==> src/rtl/compress_pkg.sv <==
// Shared types and constants for the Stage1 compression datapath.
package compress_pkg;
    localparam int         DATA_WIDTH      = 32;
    localparam int         TOTAL_WORDS     = 16;
    localparam int         SIZE            = 8;
    localparam int         MIN_MATCH_BYTES = 2;
    localparam logic [3:0] BYTE_FULL       = 4'b1111;

    typedef struct packed {
        logic                  hit;
        logic [3:0]            loc;
        logic [3:0]            mask;
        logic [DATA_WIDTH-1:0] lit;
    } match_res_t;

    typedef enum logic [1:0] {IDLE, WAIT1, WAIT2} pace_state_t;

    function automatic logic [2:0] popcnt4(input logic [3:0] m);
        return 3'(m[0]) + 3'(m[1]) + 3'(m[2]) + 3'(m[3]);
    endfunction
endpackage

==> src/rtl/dict_best_match.sv <==
// One word's dictionary compare: byte masks against every entry (pre-S1) and
// best-candidate selection from the registered masks (S1 -> S2).
module dict_best_match
    import compress_pkg::*;
(
    input  logic [DATA_WIDTH-1:0]             word,
    input  logic [TOTAL_WORDS*DATA_WIDTH-1:0] dict,
    input  logic [TOTAL_WORDS-1:0]            ent_vld,
    output logic [TOTAL_WORDS-1:0][3:0]       masks,
    input  logic [TOTAL_WORDS-1:0][3:0]       masks_q,
    input  logic [DATA_WIDTH-1:0]             lit_q,
    output match_res_t                        res
);
    logic [2:0] best;

    always_comb begin
        masks = '0;
        for (int j = 0; j < TOTAL_WORDS; j++)
            for (int k = 0; k < 4; k++)
                masks[j][k] = ent_vld[j] &
                              (dict[j*DATA_WIDTH + 8*k +: 8] == word[8*k +: 8]);
    end

    // Strict '>' while scanning upward keeps the lowest index on ties.
    always_comb begin
        res     = '0;
        res.lit = lit_q;
        best    = 3'(MIN_MATCH_BYTES - 1);
        for (int j = 0; j < TOTAL_WORDS; j++) begin
            if (popcnt4(masks_q[j]) > best) begin
                best     = popcnt4(masks_q[j]);
                res.hit  = 1'b1;
                res.loc  = 4'(j);
                res.mask = masks_q[j];
            end
        end
    end
endmodule

==> src/rtl/dict_match_search.sv <==
// Match-search stage: paced pair intake, dictionary write strobes, two-stage
// compare/select pipeline producing per-word match or literal results.
module dict_match_search
    import compress_pkg::*;
#(
    parameter int DATA_WIDTH  = 32,
    parameter int TOTAL_WORDS = 16,
    parameter int SIZE        = 8
)(
    input  logic                             i_clk,
    input  logic                             i_reset,
    input  logic                             i_valid,
    output logic                             o_in_ready,
    input  logic [DATA_WIDTH-1:0]            i_data0,
    input  logic [DATA_WIDTH-1:0]            i_data1,
    input  logic                             i_data1_vld,
    input  logic [TOTAL_WORDS*DATA_WIDTH-1:0] i_dict,
    output logic                             o_wr,
    output logic                             o_wr2,
    output logic [DATA_WIDTH-1:0]            o_w_data,
    output logic [DATA_WIDTH-1:0]            o_w_data2,
    output logic                             o_valid,
    input  logic                             i_out_ready,
    output logic                             o_vld1,
    output logic [1:0]                       o_hit,
    output logic [3:0]                       o_loc0,
    output logic [3:0]                       o_loc1,
    output logic [3:0]                       o_mask0,
    output logic [3:0]                       o_mask1,
    output logic [DATA_WIDTH-1:0]            o_lit0,
    output logic [DATA_WIDTH-1:0]            o_lit1
);
    localparam int PW        = $clog2(SIZE);
    localparam int NUM_LANES = 2;

    pace_state_t                                   state;
    logic [2:1]                                    vld_pipe;
    logic                                          adv, fire, wr_q, wr2_q, s1_vld1;
    logic [TOTAL_WORDS-1:0]                        ent_vld;
    logic [PW-1:0]                                 wp;
    logic [NUM_LANES-1:0][DATA_WIDTH-1:0]          word, s1_lit;
    logic [NUM_LANES-1:0][TOTAL_WORDS-1:0][3:0]    masks, s1_masks;
    match_res_t [NUM_LANES-1:0]                    res;

    assign word       = {i_data1, i_data0};
    assign o_valid    = vld_pipe[2];
    assign adv        = i_out_ready | ~o_valid;
    assign o_in_ready = i_reset & (state == IDLE) & adv;
    assign fire       = i_valid & o_in_ready;
    // Keep the FIFO from capturing a strobe on the reset edge.
    assign o_wr       = wr_q & i_reset;
    assign o_wr2      = wr2_q & i_reset;

    for (genvar l = 0; l < NUM_LANES; l++) begin : g_lane
        dict_best_match u_bm (
            .word    (word[l]),
            .dict    (i_dict),
            .ent_vld (ent_vld),
            .masks   (masks[l]),
            .masks_q (s1_masks[l]),
            .lit_q   (s1_lit[l]),
            .res     (res[l])
        );
    end

    always_ff @(posedge i_clk) begin
        if (!i_reset) begin
            state     <= IDLE;
            vld_pipe  <= '0;
            wr_q      <= 1'b0;
            wr2_q     <= 1'b0;
            o_w_data  <= '0;
            o_w_data2 <= '0;
            ent_vld   <= '0;
            wp        <= '0;
            s1_vld1   <= 1'b0;
            s1_lit    <= '0;
            s1_masks  <= '0;
            o_vld1    <= 1'b0;
            o_hit     <= '0;
            o_loc0    <= '0;
            o_loc1    <= '0;
            o_mask0   <= '0;
            o_mask1   <= '0;
            o_lit0    <= '0;
            o_lit1    <= '0;
        end else begin
            unique case (state)
                IDLE:    if (fire) state <= WAIT1;
                WAIT1:   state <= WAIT2;
                default: state <= IDLE;
            endcase

            wr_q  <= fire;
            wr2_q <= fire & i_data1_vld;
            if (fire) begin
                o_w_data  <= i_data0;
                o_w_data2 <= i_data1;
            end

            // Mirror of the FIFO write pointer; overwritten entries stay valid.
            if (wr_q) begin
                ent_vld[{wp, 1'b0}] <= 1'b1;
                if (wr2_q) ent_vld[{wp, 1'b1}] <= 1'b1;
                wp <= (wp == PW'(SIZE - 1)) ? '0 : wp + 1'b1;
            end

            if (adv) begin
                vld_pipe <= {vld_pipe[1], fire};
                if (fire) begin
                    s1_lit   <= word;
                    s1_masks <= masks;
                    s1_vld1  <= i_data1_vld;
                end
                if (vld_pipe[1]) begin
                    o_vld1  <= s1_vld1;
                    o_hit   <= {res[1].hit & s1_vld1, res[0].hit};
                    o_loc0  <= res[0].loc;
                    o_loc1  <= res[1].loc;
                    o_mask0 <= res[0].mask;
                    o_mask1 <= res[1].mask;
                    o_lit0  <= res[0].lit;
                    o_lit1  <= res[1].lit;
                end
            end
        end
    end
endmodule

==> config.mk <==
export PLATFORM = sky130hd
export DESIGN_NAME = dict_match_search
export DESIGN_NICKNAME = d
export VERILOG_FILES = /design/src/rtl/compress_pkg.sv /design/src/rtl/dict_best_match.sv /design/src/rtl/dict_match_search.sv
export SDC_FILE = /design/constraint.sdc
export NUM_CORES = 2
export LEC_CHECK = 0
export CAP_MARGIN = 20
export CORE_AREA = 2 2 286 288
export CTS_CLUSTER_DIAMETER = 30
export DETAILED_ROUTE_END_ITERATION = 8
export DIE_AREA = 0 0 288 290
export HOLD_SLACK_MARGIN = 0.12
export PLACE_DENSITY = 0.75
export SKIP_LAST_GASP = 1
export SLEW_MARGIN = 0
export SYNTH_ARGS = -nofsm -noshare
export SYNTH_HDL_FRONTEND = slang
export SYNTH_SLANG_ARGS = --single-unit
==> constraint.sdc <==
create_clock -name i_clk -period 18.4 [get_ports i_clk]
set_input_delay 3.68 -clock i_clk [delete_from_list [all_inputs] [get_ports i_clk]]
set_output_delay 3.68 -clock i_clk [all_outputs]
set_load 0.005 [all_outputs]
Word level (Yosys, flattened, before mapping)
Index checks and enable logic that the tools add are counted.
{"block": "word_totals", "ff_bits": 365, "in_bits": 581, "output_inout_bits": 151, "wordCells": 529}
{"block": "op_classes", "addsub": 97, "order_cmp": 36, "n_eq_ne": 131, "muxes": 70, "n_bitwise": 139, "n_reduce_logical": 5}
{"op": "8-bit equality test", "n": 128}
{"op": "9-bit 2-to-1 mux", "n": 32}
{"op": "3-bit by 1-bit adder with 3-bit output", "n": 64}
{"op": "1-bit AND", "n": 135}
{"op": "3-bit 2-to-1 mux", "n": 31}
{"op": "3-bit > comparator", "n": 30}
{"op": "1-bit by 1-bit adder with 2-bit output", "n": 32}
{"op": "16-bit 2-to-1 mux", "n": 1}
{"op": "16-bit by 15-bit bitwise OR with 16-bit output", "n": 1}
{"op": "16-bit bitwise OR", "n": 1}
{"op": "4-bit by 5-bit less-than comparator with 1-bit output (second input constant)", "n": 2}
{"op": "4-bit by 1-bit greater-or-equal comparator with 1-bit output (second input constant)", "n": 2}
{"op": "1-bit demux with 3-bit select", "n": 2}
{"op": "3-bit by 1-bit > comparator with 1-bit output (second input constant)", "n": 2}
{"op": "2-bit case mux with 2 select lines", "n": 1}
{"op": "2-bit AND reduction", "n": 2}
{"op": "3-bit by 1-bit adder with 3-bit output (second input constant)", "n": 1}
{"op": "3-bit equality test (second input constant)", "n": 1}
{"op": "2-bit by 1-bit equality test with 1-bit output (second input constant)", "n": 1}
{"op": "1-bit logical AND", "n": 2}
{"op": "2-bit logical NOT", "n": 1}
{"op": "1-bit 2-to-1 mux", "n": 2}
{"op": "2-bit 2-to-1 mux", "n": 1}
{"op": "2-bit inequality test (second input constant)", "n": 1}
{"op": "2 further kinds", "n": 2}

Depth between registers and ports, before layout
{"block": "logic_depth", "depth_word": 36, "depth_mapped": 106, "depth_no_buf": 99}

Cells and area by module
From an unflattened synthesis, not the netlist that was laid out.
{"block": "unflattened", "hier_cells": 4072, "hier_area_um2": 33375.8}
{"module": "dict_match_search", "n_inst": 1, "cells_per_inst": 1534, "area_each_um2": 13823.3, "seq_area_each_um2": 7307.0}
{"module": "dict_best_match at g_lane[1].u_bm", "n_inst": 1, "cells_per_inst": 1269, "area_each_um2": 9776.9, "seq_area_each_um2": 0.0}
{"module": "dict_best_match at g_lane[0].u_bm", "n_inst": 1, "cells_per_inst": 1269, "area_each_um2": 9775.6, "seq_area_each_um2": 0.0}

Worst setup path before layout
Ideal clock, no wire load.
{"block": "synth_timing", "path_kind": "reg-to-reg", "start": "register s1_masks[64] (netlist bit)", "end": "register o_hit[1]", "setup_time_ps": 123, "t_arrival_ps": 18710, "required_time_ps": 18277, "slack_ps": -433, "stages_incl_launch_ff": 104, "path_buffers": 7, "period_less_slack_ps": 18833, "path_cell_list": "dfxtp_1 ha_1 inv_1 fa_1 ha_1 inv_1 nand2_1 ha_1 nand3_1 a21boi_2 buf_4 o21a_1 ha_1 nand3b_1 a32o_1 buf_4 o211ai_1 o21ai_0 (+68 left out) a21o_1 ha_1 nor2b_1 o21ai_0 nand2_1 nand2_1 nand2_1 o22ai_1 a31o_1 ha_1 nor2b_1 o21ai_0 a32oi_1 inv_1 nand2_1 or4_1 o211ai_1 a21boi_1"}
{"block": "synth_between", "elab_chain_cells": 36, "word_cells_on_any_way": 51, "classes_between": "3 x add/sub; 16 x order compare; 31 x mux; 1 x bitwise"}
{"item": "from (decl)", "line_no": "dict_match_search.sv:42", "text": "logic [NUM_LANES-1:0][TOTAL_WORDS-1:0][3:0] masks, s1_masks;"}
{"item": "from (signal assigned)", "line_no": "dict_match_search.sv:112", "text": "s1_masks <= masks;"}
{"item": "1-bit by 1-bit adder with 2-bit output *", "line_no": "compress_pkg.sv:19", "text": "return 3'(m[0]) + 3'(m[1]) + 3'(m[2]) + 3'(m[3]);"}
{"item": "3-bit by 1-bit adder with 3-bit output * (2 in series)", "line_no": "compress_pkg.sv:19"}
{"item": "3-bit by 1-bit > comparator with 1-bit output", "line_no": "dict_best_match.sv:30", "text": "if (popcnt4(masks_q[j]) > best) begin"}
{"item": "3-bit 2-to-1 mux", "line_no": "dict_best_match.sv:30"}
{"item": "3-bit > comparator", "line_no": "dict_best_match.sv:30"}
{"item": "3-bit 2-to-1 mux", "line_no": "dict_best_match.sv:30"}
{"item": "3-bit > comparator", "line_no": "dict_best_match.sv:30"}
{"item": "3-bit 2-to-1 mux", "line_no": "dict_best_match.sv:30"}
{"item": "(+19 left out)"}
{"item": "3-bit 2-to-1 mux", "line_no": "dict_best_match.sv:30"}
{"item": "3-bit > comparator", "line_no": "dict_best_match.sv:30"}
{"item": "3-bit 2-to-1 mux", "line_no": "dict_best_match.sv:30"}
{"item": "3-bit > comparator", "line_no": "dict_best_match.sv:30"}
{"item": "3-bit 2-to-1 mux", "line_no": "dict_best_match.sv:30"}
{"item": "3-bit > comparator", "line_no": "dict_best_match.sv:30"}
{"item": "9-bit 2-to-1 mux *", "line_no": "dict_best_match.sv:30"}
{"item": "1-bit AND *", "line_no": "dict_match_search.sv:117", "text": "o_hit <= {res[1].hit & s1_vld1, res[0].hit};"}
{"item": "to (signal assigned)", "line_no": "dict_match_search.sv:117"}
{"item": "to (decl)", "line_no": "dict_match_search.sv:25", "text": "output logic [1:0] o_hit,"}
Mark *: on every way between the ends. The rest lies on a longest branch, timed or not.
A chain may end at the register's enable or synchronous reset.

Worst setup path after layout
{"block": "layout_timing", "start": "register s1_masks[65] (netlist bit)", "end": "register o_mask1[3]"}
{"block": "layout_between", "elab_chain_cells": 35, "word_cells_on_any_way": 50, "classes_between": "3 x add/sub; 16 x order compare; 31 x mux"}
{"item": "1-bit by 1-bit adder with 2-bit output *", "line_no": "compress_pkg.sv:19"}
{"item": "3-bit by 1-bit adder with 3-bit output * (2 in series)", "line_no": "compress_pkg.sv:19"}
{"item": "3-bit by 1-bit > comparator with 1-bit output", "line_no": "dict_best_match.sv:30"}
{"item": "3-bit 2-to-1 mux", "line_no": "dict_best_match.sv:30"}
{"item": "3-bit > comparator", "line_no": "dict_best_match.sv:30"}
{"item": "3-bit 2-to-1 mux", "line_no": "dict_best_match.sv:30"}
{"item": "3-bit > comparator", "line_no": "dict_best_match.sv:30"}
{"item": "3-bit 2-to-1 mux", "line_no": "dict_best_match.sv:30"}
{"item": "(+18 left out)"}
{"item": "3-bit > comparator", "line_no": "dict_best_match.sv:30"}
{"item": "3-bit 2-to-1 mux", "line_no": "dict_best_match.sv:30"}
{"item": "3-bit > comparator", "line_no": "dict_best_match.sv:30"}
{"item": "3-bit 2-to-1 mux", "line_no": "dict_best_match.sv:30"}
{"item": "3-bit > comparator", "line_no": "dict_best_match.sv:30"}
{"item": "3-bit 2-to-1 mux", "line_no": "dict_best_match.sv:30"}
{"item": "3-bit > comparator", "line_no": "dict_best_match.sv:30"}
{"item": "9-bit 2-to-1 mux *", "line_no": "dict_best_match.sv:30"}
{"item": "to (signal assigned)", "line_no": "dict_match_search.sv:121", "text": "o_mask1 <= res[1].mask;"}
{"item": "to (decl)", "line_no": "dict_match_search.sv:29", "text": "output logic [3:0] o_mask1,"}
Marked as above.

==> metrics.txt <==
Hold Path Class reg -> reg; area delta synth->final 43.0%; Longest Clk Path Bufs 3; Initial DRC Count 2,993; flops & latches, synth 365; CP max stage delay 390 ps; worst path arrival time 18,330 ps; leading area contributor after synthesis dfxtp_1; Die Wd 288 um; Max Freq 56.1 MHz; Synth Warn # 0; Synth Area in Simple Gates 0.181; fill count 7,271; TritonRoute pass-1 iters 6; post-route ant nets 0; share of post-route cells with drive strength above 1 0.127; Pleak 16.3 nW; die area 0.0835 mm^2; Syn Inst Count 3,882; crit share post-route 0.968; nets 5,465; outcome finished with violations; initial antenna violation count 23; DRC viols 0; DP Cell Count 5,619; Initial Util 0.393; Critical Path End Type register; vias per cell 5.68; Num CTS Buffers 81; GRT Util Overall 0.348; largest family of logic cells by synthesized area XOR/XNOR gates; sequential fraction of the synthesis area 0.232; Layout Cells excl Fill 5,834; most common cell in the synthesized netlist xnor2_1; largest net degree at the start of global routing 169; clk sink count 365; Routed WL 151,000 um; final clock skew 57.8 ps; syn_nets 4,653; number of synthesized flops with an enable pin 0; minimum clock period 17,810 ps; Avg Cell Area, Syn 8.12 um^2; commonest cells in the synthesized netlist xnor2_1, nand2_1, xor2_1; average wire per standard cell 26.0 um; most frequent CP cell ha_4; I/O Buffers 731; global-route wire length before repair 215,000 um; vias 33,127; Least-Margin Pin Slew 1480 ps; grt ovf 0; normalized max-slew margin 0.00212; post-synthesis adder-cell area fraction 0.0830; placeable core area 0.0802 mm^2; clock root buffer master clkbuf_16; CP Class reg -> reg; violated checks max-capacitance violations; Die Y 290 um; top cell type's share of synthesized area 0.232; asr flop ratio synth 0; TritonCTS clock tree built; IO Count 732; CTS H-tree depth 3; power density over the cells 72.1 mW/mm^2; latest clock arrival within the worst-skew pair 650 ps; Synth Area in XOR/XNOR 0.285; Slew Limit Fails 0; vias in the first global route 32,139; HPWL after DPL 120,000 um; Pwr Total 3.25 mW; count of cell types in the netlist 80; most area-consuming cells after synthesis dfxtp_1, xnor2_1, xor2_1, a21boi_0, nand2_1; crit-path max FO 6; Worst path slowest cell or3_4; multiplexer share of the synthesized area 0.00449; CP Launch Type register; Synth Area in Compound Gates 0.163; main flop type after synthesis dfxtp_1; Hold Worst Slack 462 ps; GPL Wtd Cong 1.04; final hold vios 0; final setup fails 0; Reg clk slew, reported paths 50 ps; hold buffer count at CTS 0; Cell Area, Synth 0.0315 mm^2; Crit path required time 18,920 ps; Max Cap Viol 1; # rows 104; VDD IR-drop max 0.0741 mV
[cell usage in the layout, fill, tap and decap left out, types with 29 or more instances in the layout]
master	instances
buf_4	258
inv_1	148
nand4_1	261
fa_1	29
o21a_1	50
nand2_1	521
a21oi_1	45
o21ai_0	37
xnor2_1	640
nor4_1	130
ha_1	129
clkbuf_16	81
xor2_1	384
nand3_1	34
a21boi_0	320
nor2_1	71
clkdlybuf4s50_1	730
dfxtp_1	363
[layout make-up]
class | count | area (um^2) | share of cell area
Antenna cell | 16 | 40.0 | 0.000888
Timing Repair Buffer | 996 | 9330 | 0.207
Clock buffer | 100 | 2190 | 0.0485
Multi-Input combinational cell | 3092 | 23600 | 0.523
Clock inverter | 47 | 702 | 0.0156
Tap cell | 1060 | 1330 | 0.0294
Sequential cell | 365 | 7310 | 0.162
Inverter | 158 | 601 | 0.0133
[critical path: cells and delay by family, from the launching register on]
kind	cells	cell delay, ps
flip-flops	1	350
multiplexers	2	600
buffers and inverters	9	910
AND/OR/NAND/NOR	30	4190
AO/OA/AOI/OAI	38	7110
adder cells (fa/ha/maj)	18	4530
[flip-flops by register name (all words and copies together) (netlist names)]
| signal | count |
|---|---|
| o_w_data2 | 32 |
| o_vld1 | 1 |
| o_lit0 | 32 |
| wp | 3 |
| o_loc0 | 4 |
| wr_q | 1 |
| state | 2 |
| vld_pipe | 2 |
| s1_vld1 | 1 |
| wr2_q | 1 |
| s1_lit | 64 |
| ent_vld | 16 |
| o_hit | 2 |
| o_mask1 | 4 |
| o_loc1 | 4 |
| o_w_data | 32 |
| o_mask0 | 4 |
| o_lit1 | 32 |
| s1_masks | 128 |
[per-layer routing]
| metal | part of all wire | up-vias | wire [um] | track usage |
|---|---|---|---|---|
| met5 | 0.00020 | - | 31 | 0 |
| met4 | 0.062 | 6 | 9400 | 0.186 |
| met3 | 0.092 | 434 | 13900 | 0.0862 |
| met2 | 0.46 | 1699 | 69200 | 0.557 |
| met1 | 0.39 | 15983 | 58900 | 0.427 |
| li1 | - | 15005 | - | - |
[timing repair]
action                                  4_1_cts  5_1_grt
hold endpoints to repair                      0        0
endpoints found under the setup margin       10       18
buffers inserted                              0       52
pin swaps                                     0      108
gates resized for setup                      12      208
[report_power, final]
group | switching [mW] | internal, mW | total, mW
Combinational | 0.452 | 0.463 | 0.915
Sequential | 0.0134 | 0.811 | 0.825
Clock | 0.512 | 0.997 | 1.51
Total | 0.978 | 2.27 | 3.25
[final timing paths]
check                    start           end  slack, ps  depth (start not counted)
setup reg to reg  s1_masks[65]    o_mask1[3]        590                         97
hold / removal    o_w_data[22]  o_w_data[22]        460                          2
hold reg to reg   o_w_data[22]  o_w_data[22]        460                          2
setup / recovery  s1_masks[65]    o_mask1[3]        590                         97
[logic make-up (layout without fill, tap and decap cells)]
group / Yosys count / after routing
AND/OR/NAND/NOR: 1160 / 1160
flip-flops: 365 / 365
multiplexers: 14 / 14
AO/OA/AOI/OAI: 704 / 704
other: 0 / 16
buffers and inverters: 425 / 1301
XOR/XNOR: 1024 / 1024
adder cells (fa/ha/maj): 190 / 190
[metrics by stage]
step	utilization	TNS (ps)	area, um^2	setup slack (ps)
floorplan	-	0	31500	32.6
global placement	0.509	0	40800	287
detailed placement	0.509	-492	40800	-136
CTS	0.545	-31.1	43700	-17.0
global route	0.562	-2090	45100	-332
finish	0.562	0	45100	590
No activity file was read; power rests on OpenSTA's default activity.
==> patch, RTL diff (config.mk and constraints unchanged) <==
Re-encode `pace_state_t` (3 states) as one-hot, 3 bits wide.
--- a/src/rtl/compress_pkg.sv
+++ b/src/rtl/compress_pkg.sv
@@ -14,5 +14,5 @@
     } match_res_t;
 
-    typedef enum logic [1:0] {IDLE, WAIT1, WAIT2} pace_state_t;
+    typedef enum logic [2:0] {IDLE = 3'b001, WAIT1 = 3'b010, WAIT2 = 3'b100} pace_state_t;
 
     function automatic logic [2:0] popcnt4(input logic [3:0] m);
Behaviour: same outputs for any inputs over 4 cycles, from zero or initial values and one cycle with i_reset low; so few cycles prove little.
==> patch against the unedited design <==
Maximum frequency is 0.30% higher; wire length is 4.5% higher; area after synthesis is 0.65% higher; final cell count up 1.2%; combinational power is 2.4% higher; sequential cell count increased by 1; non-clock buffer count grew 31; total power increased by 0.11%; worst setup slack better by 53 ps; design area up 1.5%; largest cell class unchanged; largest power group unchanged.
==> patch: results <==
group,metric,value,unit
grt,grt_pass1_wl,222.1,mm
placement,place_hpwl,125.9,mm
status,run_status,"finished clean",
synthesis,async_flop_share,0,%
pwr,p_sw_share,30.23,%
grt,track_usage,36.21,%
hold_path,min_path_cells,2,
hold_path,hp-start,"state[1]",
grt,grtUsageMet2,55.49,%
hold_path,holdPathEnd,"state[2]",
synthesis,syn_avg_cell_area,8.098,um2
worst_setup_path,crit_slowest_cell,"fa_2",
synthesis,synthesis.nets,4689,
clocking,cts_max_path_buffers,3,
placement,io_buffers,731,
synthesis,ys_types,83,
clocking,clock_latency,630,ps
clocking,cts.clk_slew.worst_paths,50,ps
clocking,cts_buffers,82,
routing,drtIter0Drc,3112,
worst_setup_path,r2r-start,"s1_masks[1]",
finish,largestRegisters,"s1_masks x128, s1_lit x64",
placement,place_congestion,1.023,
placement,dp.cells,5667,
worst_setup_path,critPathMaxStageDelay,390,ps
sta,finalCritPeriodShare,96.50,%
synthesis,yosys-top-cells-count,"640 x xnor2_1, 546 x nand2_1, 384 x xor2_1",
pwr,p_leak,16.66,nW
grt,grt_pass1_vias,32080,
grt,use_met3,10.14,%
grt,antenna_found_initial,22,
worst_setup_path,r2r_end,"o_mask0[3]",
placement,dp_slack,-524.4,ps
synthesis,synthFlopType,"dfxtp_1",
finish,fillers,7359,
routing,wire_per_inst,26.80,um
worst_setup_path,cp.arrival,18260,ps
synthesis,synth_warnings,0,
worst_setup_path,reg2reg_depth,97,
finish,final_cell_count_no_fill,5903,
worst_setup_path,reg2reg_slack,640,ps
finish,nNetsFinal,5531,
finish,drive_gt1_share,14.24,%
sta,timing.clock.skew,37.32,ps
routing,num_vias,33460,
synthesis,ys_seq_area_share,23.09,%
synthesis,synth.area.top_cells,"dfxtp_1 23%, xnor2_1 18%, xor2_1 11%, a21boi_0 7.2%, nand2_1 6.5%",
clocking,cts.htree.levels,3,
hold_path,min_path_type,"reg2reg",
routing,dr.pass1.iters,6,
clocking,root_buffer,"clkbuf_16",
worst_setup_path,critPathMaxFanout,8,
sta,relSlewSlack,10.48,%
grt,use_met1,47.35,%
pwr,ir_worst_vdd,0.06251,mV
grt,grt_max_degree,104,
patch: changes by cell type in the layout (fill, tap and decap cells not counted), moves of 13 or more:
| cell | unedited run | this run |
|---|---|---|
| o211ai_1 | 25 | 12 |
| a21oi_2 | 20 | 33 |
| o21a_1 | 50 | 31 |
| nor2b_1 | 23 | 9 |
| a21boi_0 | 320 | 299 |
| a21boi_1 | 15 | 33 |
| inv_1 | 148 | 165 |
| buf_4 | 258 | 286 |
patch: power groups by stage:
stage / logic, mW / registers [mW] / clock network [mW]
finish: 0.937 / 0.829 / 1.49
global route: 0.995 / 0.830 / 1.53
CTS: 0.856 / 0.829 / 1.49
detailed placement: 0.843 / 0.843 / 0
global placement: 0.829 / 0.843 / 0
floorplan: 0.453 / 0.838 / 0
patch: stage by stage:
| stage | cell area [um2] | util, % | setup TNS, ps | hold slack (ps) |
|---|---|---|---|---|
| after detailed placement | 41060 | 51.23 | -5656 | 454.6 |
| after floorplan | 31760 | - | 0 | 407.2 |
| after CTS | 44060 | 54.97 | 0 | 459.3 |
| final | 45760 | 57.09 | 0 | 460.9 |
| after global routing | 45740 | 57.06 | -2936 | 473.5 |
| after global placement | 41030 | 51.18 | -1918 | 428.4 |
patch: repair_timing:
action | CTS | global route
gates cloned | 0 | 1
setup buffers | 8 | 59
endpoints found under the setup margin | 18 | 18
gates resized for setup | 25 | 258
pin swaps | 7 | 130
patch: how the worst max path moves through the flow:
stage / end / startpoint / cells after the start
after floorplan: o_mask1[3] / s1_masks[64] / 105
after global placement: o_mask1[3] / s1_masks[64] / 103
after detailed placement: o_mask1[2] / s1_masks[64] / 102
after CTS: o_mask1[3] / s1_masks[64] / 99
after global routing: o_mask0[0] / s1_masks[1] / 102
final: o_mask0[3] / s1_masks[1] / 97
patch: final cells by class:
type | count | area [um2] | area share (%)
clock inverter | 41 | 498.0 | 1.088
sequential | 366 | 7336 | 16.03
clock buffer | 109 | 2346 | 5.127
inverter | 174 | 658.1 | 1.438
antenna | 17 | 42.54 | 0.09296
tap | 1060 | 1326 | 2.898
timing repair buffer | 1027 | 9593 | 20.96
multi-input combinational | 3109 | 23960 | 52.36
patch: critical path: cells and delay by family (launching register included):
| family | cells | cell delay, ps |
|---|---|---|
| compound gates | 43 | 7180 |
| fa+ha+maj | 18 | 4770 |
| simple gates | 23 | 3400 |
| buf+inv | 11 | 1350 |
| mux | 2 | 550 |
| flops | 1 | 320 |
patch: logic make-up after synthesis:
logic type	after synthesis	share of synthesized area [%]
compound gates	706	16.24
xor+xnor	1024	28.27
buf+inv	443	5.529
simple gates	1174	18.13
flops	366	23.09
mux	15	0.4929
fa+ha+maj	190	8.250
patch: layer usage:
layer / vias to the layer above / share of wire [%]
met5: - / 0.029
li1: 15180 / -
met4: 6 / 4.9
met2: 1755 / 44
met1: 16130 / 40
met3: 383 / 11
